`src/rtl/decode_hazard_sequencer_pkg.sv`:
```
// Shared types and constants for the decode hazard sequencer.
// Forwarding select encodings, the double-word FSM state type and default opcodes.
package decode_hazard_sequencer_pkg;

    typedef enum logic [1:0] {
        FW_RF  = 2'd0,
        FW_ALU = 2'd1,
        FW_MEM = 2'd2,
        FW_WB  = 2'd3
    } fw_sel_e;

    typedef enum logic {
        NORMAL    = 1'b0,
        DW_SECOND = 1'b1
    } dw_state_e;

    localparam logic [5:0] LDW_OP_DEFAULT = 6'h11;
    localparam logic [5:0] SDW_OP_DEFAULT = 6'h12;

    // r0 is hardwired to zero, so it never matches a producer.
    function automatic logic src_match(input logic [3:0] src, input logic used,
                                       input logic wr, input logic [3:0] rd);
        return used && wr && (src != 4'd0) && (rd == src);
    endfunction

endpackage

```
`src/rtl/decode_hazard_sequencer_fwd_select.sv`:
```
// Per-source priority comparator: forwarding select and hazard flag for one operand.
// With HAZ_FWD_EN undefined the select is tied to FW_RF and any pending producer stalls.
module fwd_select
    import decode_hazard_sequencer_pkg::*;
(
    input  logic [3:0] src_i,
    input  logic       src_used_i,
    input  logic [3:0] ex_rd_i,
    input  logic       ex_reg_w_i,
    input  logic       ex_mem_r_i,
    input  logic [3:0] mem_rd_i,
    input  logic       mem_reg_w_i,
    input  logic [3:0] wb_rd_i,
    input  logic       wb_reg_w_i,
    output fw_sel_e    sel_o,
    output logic       lu_o
);

    logic ex_hit;
    logic mem_hit;
    logic wb_hit;

    assign ex_hit  = src_match(src_i, src_used_i, ex_reg_w_i, ex_rd_i);
    assign mem_hit = src_match(src_i, src_used_i, mem_reg_w_i, mem_rd_i);
    assign wb_hit  = src_match(src_i, src_used_i, wb_reg_w_i, wb_rd_i);

`ifdef HAZ_FWD_EN
    always_comb begin
        sel_o = FW_RF;
        if (ex_hit && !ex_mem_r_i) begin
            sel_o = FW_ALU;
        end else if (mem_hit) begin
            sel_o = FW_MEM;
        end else if (wb_hit) begin
            sel_o = FW_WB;
        end
    end

    assign lu_o = ex_hit && ex_mem_r_i;
`else
    logic unused_ex_mem_r;

    assign unused_ex_mem_r = ex_mem_r_i;
    assign sel_o           = FW_RF;
    // Without bypass paths the operand is only valid once the producer has left WB.
    assign lu_o            = ex_hit || mem_hit || wb_hit;
`endif

endmodule

```
`src/rtl/decode_hazard_sequencer.sv`:
```
// Decode-stage sequencer: operand forwarding, load-use stall, LDW/SDW split, stall counter.
// Optional macro HAZ_FWD_EN enables the EX/MEM/WB bypass selects.
module decode_hazard_sequencer
    import decode_hazard_sequencer_pkg::*;
#(
    parameter logic [5:0]  LDW_OP = LDW_OP_DEFAULT,
    parameter logic [5:0]  SDW_OP = SDW_OP_DEFAULT,
    parameter int unsigned CNT_W  = 16
) (
    input  logic             clk,
    input  logic             clear,
    input  logic [5:0]       op_code,
    input  logic [3:0]       rs,
    input  logic [3:0]       rb,
    input  logic             src_a_used,
    input  logic             src_b_used,
    input  logic [3:0]       ex_rd,
    input  logic [3:0]       mem_rd,
    input  logic [3:0]       wb_rd,
    input  logic             ex_reg_w,
    input  logic             mem_reg_w,
    input  logic             wb_reg_w,
    input  logic             ex_mem_r,
    output logic [1:0]       fwa,
    output logic [1:0]       fwb,
    output logic             pc_hold,
    output logic             bubble,
    output logic             add_rd,
    output logic             add_imm,
    output logic             dw_busy,
    output logic [CNT_W-1:0] stall_cnt
);

    dw_state_e        state_q, state_d;
    logic [CNT_W-1:0] cnt_q, cnt_d;
    fw_sel_e          sel_a, sel_b;
    logic             lu_a, lu_b;
    logic             lu;
    logic             is_dw;
    logic             hold_raw, bubble_raw;

    fwd_select u_fwd_a (
        .src_i       (rs),
        .src_used_i  (src_a_used),
        .ex_rd_i     (ex_rd),
        .ex_reg_w_i  (ex_reg_w),
        .ex_mem_r_i  (ex_mem_r),
        .mem_rd_i    (mem_rd),
        .mem_reg_w_i (mem_reg_w),
        .wb_rd_i     (wb_rd),
        .wb_reg_w_i  (wb_reg_w),
        .sel_o       (sel_a),
        .lu_o        (lu_a)
    );

    fwd_select u_fwd_b (
        .src_i       (rb),
        .src_used_i  (src_b_used),
        .ex_rd_i     (ex_rd),
        .ex_reg_w_i  (ex_reg_w),
        .ex_mem_r_i  (ex_mem_r),
        .mem_rd_i    (mem_rd),
        .mem_reg_w_i (mem_reg_w),
        .wb_rd_i     (wb_rd),
        .wb_reg_w_i  (wb_reg_w),
        .sel_o       (sel_b),
        .lu_o        (lu_b)
    );

    assign lu    = lu_a || lu_b;
    assign is_dw = (op_code == LDW_OP) || (op_code == SDW_OP);

    always_comb begin
        state_d    = state_q;
        hold_raw   = 1'b0;
        bubble_raw = 1'b0;
        unique case (state_q)
            NORMAL: begin
                if (lu) begin
                    hold_raw   = 1'b1;
                    bubble_raw = 1'b1;
                end else if (is_dw) begin
                    // First half issues; hold decode so the second half sees the same word.
                    hold_raw = 1'b1;
                    state_d  = DW_SECOND;
                end
            end
            DW_SECOND: begin
                if (lu) begin
                    hold_raw   = 1'b1;
                    bubble_raw = 1'b1;
                end else begin
                    state_d = NORMAL;
                end
            end
            default: state_d = NORMAL;
        endcase
    end

    // Combinational outputs are forced low while reset is asserted.
    assign fwa     = clear ? sel_a : FW_RF;
    assign fwb     = clear ? sel_b : FW_RF;
    assign pc_hold = clear && hold_raw;
    assign bubble  = clear && bubble_raw;

    // Moore decode only, so rb (muxed by add_rd) cannot loop back combinationally.
    assign dw_busy = (state_q == DW_SECOND);
    assign add_rd  = dw_busy;
    assign add_imm = dw_busy;

    always_comb begin
        cnt_d = cnt_q;
        if (bubble && (cnt_q != {CNT_W{1'b1}})) begin
            cnt_d = cnt_q + CNT_W'(1);
        end
    end

    assign stall_cnt = cnt_q;

    always_ff @(posedge clk or negedge clear) begin
        if (!clear) begin
            state_q <= NORMAL;
            cnt_q   <= '0;
        end else begin
            state_q <= state_d;
            cnt_q   <= cnt_d;
        end
    end

endmodule

```
`config.mk`:
```
export PLATFORM = sky130hd
export DESIGN_NAME = decode_hazard_sequencer
export DESIGN_NICKNAME = d
export VERILOG_FILES = /design/src/rtl/decode_hazard_sequencer_pkg.sv /design/src/rtl/decode_hazard_sequencer_fwd_select.sv /design/src/rtl/decode_hazard_sequencer.sv
export SDC_FILE = /design/constraint.sdc
export NUM_CORES = 1
export LEC_CHECK = 0
export CORE_MARGIN = 5
export CORE_UTILIZATION = 44
export CTS_CLUSTER_DIAMETER = 50
export DETAILED_ROUTE_END_ITERATION = 10
export GPL_TIMING_DRIVEN = 0
export PLACE_DENSITY = 0.89
export SKIP_LAST_GASP = 1
export SYNTH_ARGS = -nofsm -noshare
export SYNTH_HDL_FRONTEND = slang
export SYNTH_SLANG_ARGS = --single-unit
```
`constraint.sdc`:
```
create_clock -name clk -period 5 [get_ports clk]
set_input_delay 0.5 -clock clk [delete_from_list [all_inputs] [get_ports clk]]
set_output_delay 0.5 -clock clk [all_outputs]
set_load 0.02 [all_outputs]
```
* Word-level counts from Yosys, hierarchy flattened
Index checks and enable logic that the tools add are counted.
** Word-level totals
- Input port bits :: 34
- Word-level logic and storage cells :: 48
- Register bits :: 17
** Operators by class
- Equal/unequal tests :: 9
- Reductions and logical operators :: 29
- Add/sub/neg operators :: 1
- Bitwise logic cells :: 1
- Multiplexer cells :: 6
** Operators by type and width (number)
- 4-bit equality test :: 6
- 1-bit logical AND :: 21
- 16-bit by 1-bit adder with 16-bit output, second input constant :: 1
- 16-bit != test, second input constant :: 1
- 6-bit by 5-bit equality test with 1-bit output, second input constant :: 2
- 4-bit nonzero test :: 2
- 1-bit logical OR :: 6
- 1-bit two-way mux :: 4
- 1-bit one-hot mux with 2 select lines :: 2
- 1-bit NOT :: 1

* Longest topological paths before layout
Gate-level depths: netlist of the first run.
- Depth after elaboration :: 9
- Mapped depth :: 8

* By module
From an unflattened synthesis of the first run, not the netlist that was laid out.
** Unflattened totals
- Cells, all modules :: 133
- Area total of the unflattened synthesis :: 1262.5 um^2
** Modules (own cells, without submodules)
- decode_hazard_sequencer :: times used 1, seq. area each 425.4 um^2, area each 917.1 um^2, cells each 87
- fwd_select :: times used 2, seq. area each 0.0 um^2, area each 172.7 um^2, cells each 23

* Worst setup path before layout of the first run
No wires, ideal clock.
- Kind :: input port to output port
- Start :: input port rs[1]
- End :: output port pc_hold
- Path slack :: 2.726 ns
- Arrival time :: 1.774 ns
- Path buffers :: 1
- Stages on the path :: 5
- Cells stage by stage :: o41ai_2 > nand4b_1 > o2111ai_4 > buf_6 > o21a_1
** Between the ends
- Cells in the longest elaborated chain, start to end :: 9
- Elaborated cells between the ends (all ways) :: 17
** RTL lines
- start, declared :: line decode_hazard_sequencer.sv:13 : input logic [3:0] rs,
- 4-bit nonzero test :: line decode_hazard_sequencer_pkg.sv:23 : return used && wr && (src != 4'd0) && (rd == src);
- 1-bit logical AND (2 in a row) :: line decode_hazard_sequencer_pkg.sv:23
- 1-bit logical OR :: line decode_hazard_sequencer_fwd_select.sv:46 : assign lu_o = ex_hit || mem_hit || wb_hit;
- 1-bit logical OR * :: line decode_hazard_sequencer_fwd_select.sv:46
- 1-bit logical OR * :: line decode_hazard_sequencer.sv:70 : assign lu = lu_a || lu_b;
- 1-bit two-way mux (on tied branches) :: line decode_hazard_sequencer.sv:89, decode_hazard_sequencer.sv:79
- 1-bit one-hot mux with 2 select lines * :: line decode_hazard_sequencer.sv:77 : unique case (state_q)
- 1-bit logical AND * :: line decode_hazard_sequencer.sv:103 : assign pc_hold = clear && hold_raw;
- end, declared :: line decode_hazard_sequencer.sv:26 : output logic pc_hold,
Every way passes the cells marked *; elsewhere a longest branch is shown, timed or not.

* Worst setup path in the final report of the first run
- Start :: input port rb[0]
- End :: output port pc_hold
** Between the ends
- Cells in the longest elaborated chain, start to end :: 9
- Elaborated cells between the ends (all ways) :: 17
** RTL lines
- start, declared :: line decode_hazard_sequencer.sv:14 : input logic [3:0] rb,
- 4-bit nonzero test :: line decode_hazard_sequencer_pkg.sv:23
- 1-bit logical AND (2 in a row) :: line decode_hazard_sequencer_pkg.sv:23
- 1-bit logical OR :: line decode_hazard_sequencer_fwd_select.sv:46
- 1-bit logical OR * :: line decode_hazard_sequencer_fwd_select.sv:46
- 1-bit logical OR * :: line decode_hazard_sequencer.sv:70
- 1-bit two-way mux (on tied branches) :: line decode_hazard_sequencer.sv:89, decode_hazard_sequencer.sv:79
- 1-bit one-hot mux with 2 select lines * :: line decode_hazard_sequencer.sv:77
- 1-bit logical AND * :: line decode_hazard_sequencer.sv:103
Marks and branches as above.

==> summary.txt, run 1 <==
Worst hold path
  – Worst Hold Class: register to register
  – Worst Hold Path EP: stall_cnt[10]
  – Worst Hold Depth: 1
  – Hold path startpoint: stall_cnt[10]

Yosys
  – Avg Cell Area, Syn: 9.76 sq um
  – Sequential-to-total area share from yosys stat: 33.3%
  – Synth Register Bits: 17
  – Synth Instances: 131
  – Synth top area cells: dfrtp_1 (33%), xnor2_1 (14%), xor2_1 (12%), nor3_1 (3.5%), buf_4 (3.5%)
  – Synth warn: 0
  – Share of the synthesized area in the top cell type: 33.3%
  – Cell variety after synth: 32
  – Largest area contributor in the netlist: dfrtp_1
  – Synthesized area: 1280 sq um

Layout
  – Fin util: 67.8%
  – Antenna Diode Count: 0
  – Fin nets: 227
  – Area of the multi-input gates: 793 sq um
  – Cell area after layout: 1890 sq um
  – Register area: 425 sq um
  – Area growth syn-to-layout: 47.5%
  – Fillers: 221
  – Layout cells sized above 1: 12.6%

Critical path
  – Critical path type: input port to output port
  – CP required: 4500 ps
  – Cells along the critical path: clkdlybuf4s50_1 > o41ai_1 > nor4_1 > nand3_1 > o2111ai_4 > buf_6 > o21a_1 > clkdlybuf4s50_1
  – FF-to-FF setup slack: 3010 ps
  – Crit path arrival time: 3030 ps
  – CP max stage cell: o41ai_1
  – Worst r2r dst: stall_cnt[1]
  – Max incr delay on CP: 570 ps
  – Worst-case reg-to-reg path depth: 7
  – Crit. End Element: output port
  – Type of origin of the critical path: input port
  – Critical R2R Launch: stall_cnt[0]
  – Max FO, Critical Path: 10
  – Cell mode on critical path: clkdlybuf4s50_1

Global routing
  – Met1 Usage GRT: 20.0%
  – Met2 usage: 32.7%
  – Met3 Resource Use GR: 4.73%
  – Busiest layer in global routing: met2
  – GRT Overall Usage: 17.6%
  – Pin count of the biggest net entering global routing: 22
  – Total global routing overflow: 0
  – Initial antenna violation count: 0
  – Vias in the first global route: 1231
  – First-pass GRT wire length: 5.84 mm

Floorplan
  – Row Count: 19
  – Die footprint: 4080 sq um
  – Core ar.: 2780 sq um
  – Die W: 63.9 um
  – Starting Density: 46.0%
  – IO Count: 59
  – Die H: 63.9 um

Routing
  – Vias per cell: 5.26
  – Post-route ant nets: 0
  – Detailed Route Iter0 Violations: 23
  – WL/cell: 15.7 um
  – Drt total wl: 3.49 mm
  – Via count: 1168
  – Drt pass-1 iters: 4
  – # DRC: 0

STA
  – Least-Margin Pin Slew: 886 ps
  – Final hold vios: 0
  – RSZ-0062 raised after global routing: no
  – Final slew viol count: 0
  – Final setup viols: 0
  – Clock skew: 2.92 ps
  – Rel. slew slack: 40.8%
  – Minimum clock period: 3530 ps
  – Setup TNS Final: 0 ps
  – Part of the cycle the worst path needs: 70.6%
  – Maximum clock frequency: 283 MHz

Clocking
  – H-tree levels: 1
  – Clk sink count: 17
  – CTS resizes: 0
  – Number of post-CTS setup repair buffers: 0
  – Clk_lat worst skew: 290 ps
  – CTS tree: yes
  – Root Buffer: clkbuf_4
  – Reg clk slew, reported paths: 100 ps
  – # hold bufs at CTS: 0
  – Max clock buf depth: 2
  – TritonCTS Buffers: 3

Run status
  – Status: completed

Placed design
  – Routability cong.: 0.886
  – Placed cell area: 1860 sq um
  – IO Port Bufs: 53
  – Hpwl dp: 2.91 mm

Power
  – Pwr/cell area: 200 nW/um^2
  – Peak VDD IR: 0.256 mV
  – Leakage: 0.732 nW

Run
  – Max cap viols: 0
-- final cells by class --
cell class / instances / area share (%)
clock buffers: 4 / 1.39
well taps: 31 / 2.06
multi-input cells: 108 / 42.1
flip-flops and latches: 17 / 22.6
repair buffers: 53 / 28.1
plain buffers: 9 / 3.78
-- worst max-delay path by stage --
stage,from,end,slack [ps]
2_1_floorplan,rs[1],pc_hold,2730
3_3_place_gp,rs[2],bubble,1540
3_5_place_dp,rs[2],bubble,1470
4_1_cts,rs[2],bubble,1470
5_1_grt,rb[0],pc_hold,1270
6_report,rb[0],pc_hold,1470
-- through the flow --
step / hold slack (ps) / worst slack [ps] / total power, mW / std cells
2_1_floorplan: 204 / 2730 / 0.229 / 134
3_3_place_gp: 478 / 1540 / 0.299 / 218
3_5_place_dp: 490 / 1470 / 0.305 / 218
4_1_cts: 504 / 1470 / 0.382 / 222
5_1_grt: 546 / 1270 / 0.402 / 222
6_report: 507 / 1470 / 0.378 / 222
-- logic make-up (layout without fill, tap and decap cells) --
kind of cell	Yosys count	after routing	synth area share [%]
simple gates	55	55	24.8
buf+inv	9	66	5.58
xor+xnor	39	39	26.7
other cells	1	4	0.293
fa+ha+maj	1	1	0.978
mux	3	3	2.64
compound gates	6	6	5.77
flops	17	17	33.3
-- routing by layer --
metal,wire (um),vias to the layer above,share of wire [%]
met2,1870,34,54
li1,-,572,-
met4,29,0,0.83
met5,0,-,0
met1,1390,558,40
met3,202,4,5.8
-- cell usage after synthesis --
library cell / n
or4b_2: 1
nor4_1: 2
conb_1: 1
a21o_2: 1
mux2_1: 1
buf_4: 6
and3_2: 2
o41ai_1: 1
o2111ai_4: 1
ha_1: 1
and4_2: 1
clkbuf_1: 1
and2_1: 1
nand2_1: 11
and3_4: 1
a31oi_1: 1
o41ai_2: 1
nor2_1: 3
o21a_1: 1
buf_6: 2
dfrtp_1: 17
nand3_2: 3
and3_1: 3
nand2b_1: 1
or3_1: 1
nand4_1: 7
xnor2_1: 21
mux2_2: 2
nand3_1: 8
xor2_1: 18
nor3_1: 9
nand4b_1: 1
-- flip-flops by register name (all words and copies together), names as in the netlist --
name / cells
stall_cnt: 16
add_imm: 1
-- worst max-delay path, delay by kind of cell --
kind	cells	cell delay (ps)
buffers and inverters	3	1280
AO/OA/AOI/OAI	3	980
AND/OR/NAND/NOR	2	270
-- placed cells by master, fill, tap and decap left out, types with 2 or more instances in the layout --
| master | n |
|---|---|
| clkdlybuf4s50_1 | 53 |
| xnor2_1 | 21 |
| xor2_1 | 18 |
| dfrtp_1 | 17 |
| nand2_1 | 11 |
| nor3_1 | 9 |
| nand3_1 | 8 |
| nand4_1 | 7 |
| buf_4 | 6 |
| conb_1 | 4 |
| nand3_2 | 3 |
| nor2_1 | 3 |
| and3_1 | 3 |
| clkbuf_4 | 3 |
| clkbuf_1 | 2 |
| nor4_1 | 2 |
| buf_6 | 2 |
| mux2_2 | 2 |
| and3_2 | 2 |
-- power breakdown --
group | internal (mW) | leakage, nW | switching (mW)
registers | 0.150 | 0.233 | 0.0133
clock network | 0.0311 | 0.0150 | 0.0440
logic | 0.0745 | 0.485 | 0.0651
(Power assumes the default switching activity.)
==> inputs of run 2 (changes only) <==
--- a/config.mk
+++ b/config.mk
@@ -6,11 +6,11 @@
 export NUM_CORES = 1
 export LEC_CHECK = 0
 export CORE_MARGIN = 5
-export CORE_UTILIZATION = 44
+export CORE_UTILIZATION = 37
 export CTS_CLUSTER_DIAMETER = 50
 export DETAILED_ROUTE_END_ITERATION = 10
 export GPL_TIMING_DRIVEN = 0
-export PLACE_DENSITY = 0.89
+export PLACE_DENSITY = 0.8
 export SKIP_LAST_GASP = 1
 export SYNTH_ARGS = -nofsm -noshare
 export SYNTH_HDL_FRONTEND = slang
==> constraint.sdc (replaced) <==
create_clock -name clk -period 3.1 [get_ports clk]
set_input_delay 0.31 -clock clk [delete_from_list [all_inputs] [get_ports clk]]
set_output_delay 0.31 -clock clk [all_outputs]
set_load 0.02 [all_outputs]
==> run 2 against run 1 <==
Cell area increased by 1.8%. Global-route usage is 2.4 points lower. Sequential share of layout area decreased by 0.40 points. Combinational power rose by 61%. Clock power is 58% higher. Clock skew shrank 2.0 ps. Largest cell class unchanged.
==> summary.txt, run 2 (synthesized netlist as in run 1, its figures left out) <==
Run status
  – Status: completed (unchanged)

Routing
  – Drt total wl: 3.37 mm (was 3.49 mm)
  – Detailed Route Iter0 Violations: 48 (was 23)
  – Vias per cell: 4.94 (was 5.26)
  – Drt pass-1 iters: 4 (unchanged)
  – Post-route ant nets: 0 (unchanged)
  – Via count: 1176 (was 1168)
  – # DRC: 0 (unchanged)
  – WL/cell: 14.2 um (was 15.7 um)

Clocking
  – Max clock buf depth: 2 (unchanged)
  – CTS tree: yes (unchanged)
  – Root Buffer: clkbuf_4 (unchanged)
  – Reg clk slew, reported paths: 90 ps (was 100 ps)
  – Clk sink count: 17 (unchanged)
  – Clk_lat worst skew: 290 ps (about the same)
  – H-tree levels: 1 (unchanged)
  – TritonCTS Buffers: 3 (unchanged)
  – # hold bufs at CTS: 0 (unchanged)

STA
  – Final hold vios: 0 (unchanged)
  – Clock skew: 0.899 ps (was 2.92 ps)
  – Setup TNS Final: 0 ps (unchanged)
  – Part of the cycle the worst path needs: 95.4%
  – Minimum clock period: 2960 ps
  – Least-Margin Pin Slew: 885 ps (was 886 ps)
  – Final setup viols: 0 (unchanged)
  – Final slew viol count: 0 (unchanged)
  – RSZ-0062 raised after global routing: no (unchanged)
  – Rel. slew slack: 40.8% (about the same)
  – Maximum clock frequency: 338 MHz

Placed design
  – IO Port Bufs: 53 (unchanged)
  – Placed cell area: 1880 sq um (was 1860 sq um)
  – Hpwl dp: 2.75 mm (was 2.91 mm)
  – Routability cong.: 0.901 (was 0.886)
  – Cell total after placement: 233 (was 218)

Power
  – Flop pwr share: 43.4% (was 43.2%)
  – Combinational power share: 37.0% (about the same)
  – Pwr/cell area: 317 nW/um^2 (was 200 nW/um^2)
  – Int Pwr: 0.414 mW (was 0.255 mW)
  – Leakage: 0.742 nW (was 0.732 nW)
  – Sw power: 0.195 mW (was 0.122 mW)
  – Peak VDD IR: 0.323 mV (was 0.256 mV)
  – Clk pwr share: 19.6% (was 19.9%)
  – Switch share: 32.0% (was 32.4%)

Global routing
  – Met1 Usage GRT: 16.4% (was 20.0%)
  – First-pass GRT wire length: 5.54 mm (was 5.84 mm)
  – Met3 Resource Use GR: 2.59% (was 4.73%)
  – Initial antenna violation count: 0 (unchanged)
  – GRT Overall Usage: 15.2% (was 17.6%)
  – Met2 usage: 29.1% (was 32.7%)
  – Busiest layer in global routing: met2 (unchanged)
  – Total global routing overflow: 0 (unchanged)
  – Vias in the first global route: 1260 (was 1231)
  – Pin count of the biggest net entering global routing: 22 (unchanged)

Layout
  – Max reg flops: 16 (unchanged)
  – Commonest non-fill, non-tap cell in the layout: clkdlybuf4s50_1 (unchanged)
  – Area growth syn-to-layout: 50.1% (was 47.5%)
  – Fin util: 57.5% (was 67.8%)
  – Fillers: 304 (was 221)
  – Finished Layout Cells: 238 (was 222)
  – Commonest non-fill, non-tap cells in the layout: clkdlybuf4s50_1 (53), xnor2_1 (21), xor2_1 (18) (unchanged)
  – Cell area after layout: 1920 sq um (was 1890 sq um)
  – Register area: 425 sq um (unchanged)
  – Area of the multi-input gates: 801 sq um (was 793 sq um)
  – Layout cells sized above 1: 13.5% (was 12.6%)
  – Fin nets: 228 (was 227)
  – Antenna Diode Count: 0 (unchanged)

Critical path
  – Type of origin of the critical path: input port (unchanged)
  – CP required: 2790 ps (was 4500 ps)
  – Crit. End Element: output port (unchanged)
  – Crit path arrival time: 2650 ps (was 3030 ps)
  – Max FO, Critical Path: 10 (unchanged)
  – Critical path type: input port to output port (unchanged)

Run
  – Max cap viols: 0 (unchanged)

Floorplan
  – Starting Density: 38.3% (was 46.0%)
  – Die W: 68.8 um (was 63.9 um)
  – Die H: 68.8 um (was 63.9 um)
  – IO Count: 59 (unchanged)
  – Row Count: 21 (was 19)
  – Core ar.: 3340 sq um (was 2780 sq um)
  – Die footprint: 4730 sq um (was 4080 sq um)

Worst hold path
  – Worst Hold Class: input port to async pin (was register to register)
run 2: changes by cell type in the layout (fill, tap and decap cells not counted):
cell	previous run	this run
o41ai_2	1	2
o41ai_1	1	0
buf_4	6	7
run 2: routing by layer:
layer | part of all wire, % | wire (um)
met4 | 1.7 | 56
met2 | 53 | 1790
met3 | 6.4 | 217
met1 | 39 | 1310
met5 | 0 | 0
run 2: power groups by stage:
stage                     combinational [mW]  sequential [mW]  clock (mW)
after floorplan                       0.0798            0.289           0
after global placement                 0.217            0.266           0
after detailed placement               0.223            0.268           0
after CTS                              0.228            0.264       0.122
after global routing                   0.241            0.270       0.134
final                                  0.225            0.264       0.119
run 2: final timing paths:
kind | startpoint | endpoint | slack (ps) | cells after the start
max in group asynchronous | clear | stall_cnt[6] | 2050 | 1
setup reg to reg | stall_cnt[0] | stall_cnt[1] | 1110 | 7
hold / removal | clear | stall_cnt[10] | 510 | 1
hold reg to reg | stall_cnt[15] | stall_cnt[15] | 510 | 1
setup / recovery | rs[0] | pc_hold | 140 | 8
min in group clk | stall_cnt[15] | stall_cnt[15] | 510 | 1
run 2: what timing repair did:
item                                   in CTS  in global routing
endpoints found under the hold margin       0                  0
gates resized for setup                     1                  0
buffers inserted                            1                  0
setup endpoints to repair                   1                  0
run 2: stage by stage:
step	power [mW]	hold WS (ps)	setup slack [ps]
floorplan	0.369	14.4	1110
global placement	0.482	483	27.7
detailed placement	0.491	494	-38.3
CTS	0.613	507	147
global route	0.645	531	0.842
finish	0.608	508	142
run 2: final cells by class:
type                    instances  area share [%]
multi-input cells             108            41.7
repair buffers                 54            28.0
flip-flops and latches         17            22.2
plain buffers                   9            3.72
well taps                      46            3.00
clock buffers                   4            1.37
run 2: critical path: stages:
cell,delay [ps]
clkdlybuf4s50_1,520
xor2_1,210
nor3_1,250
a31oi_1,180
o2111ai_4,250
buf_6,170
o21a_1,150
clkdlybuf4s50_1,610
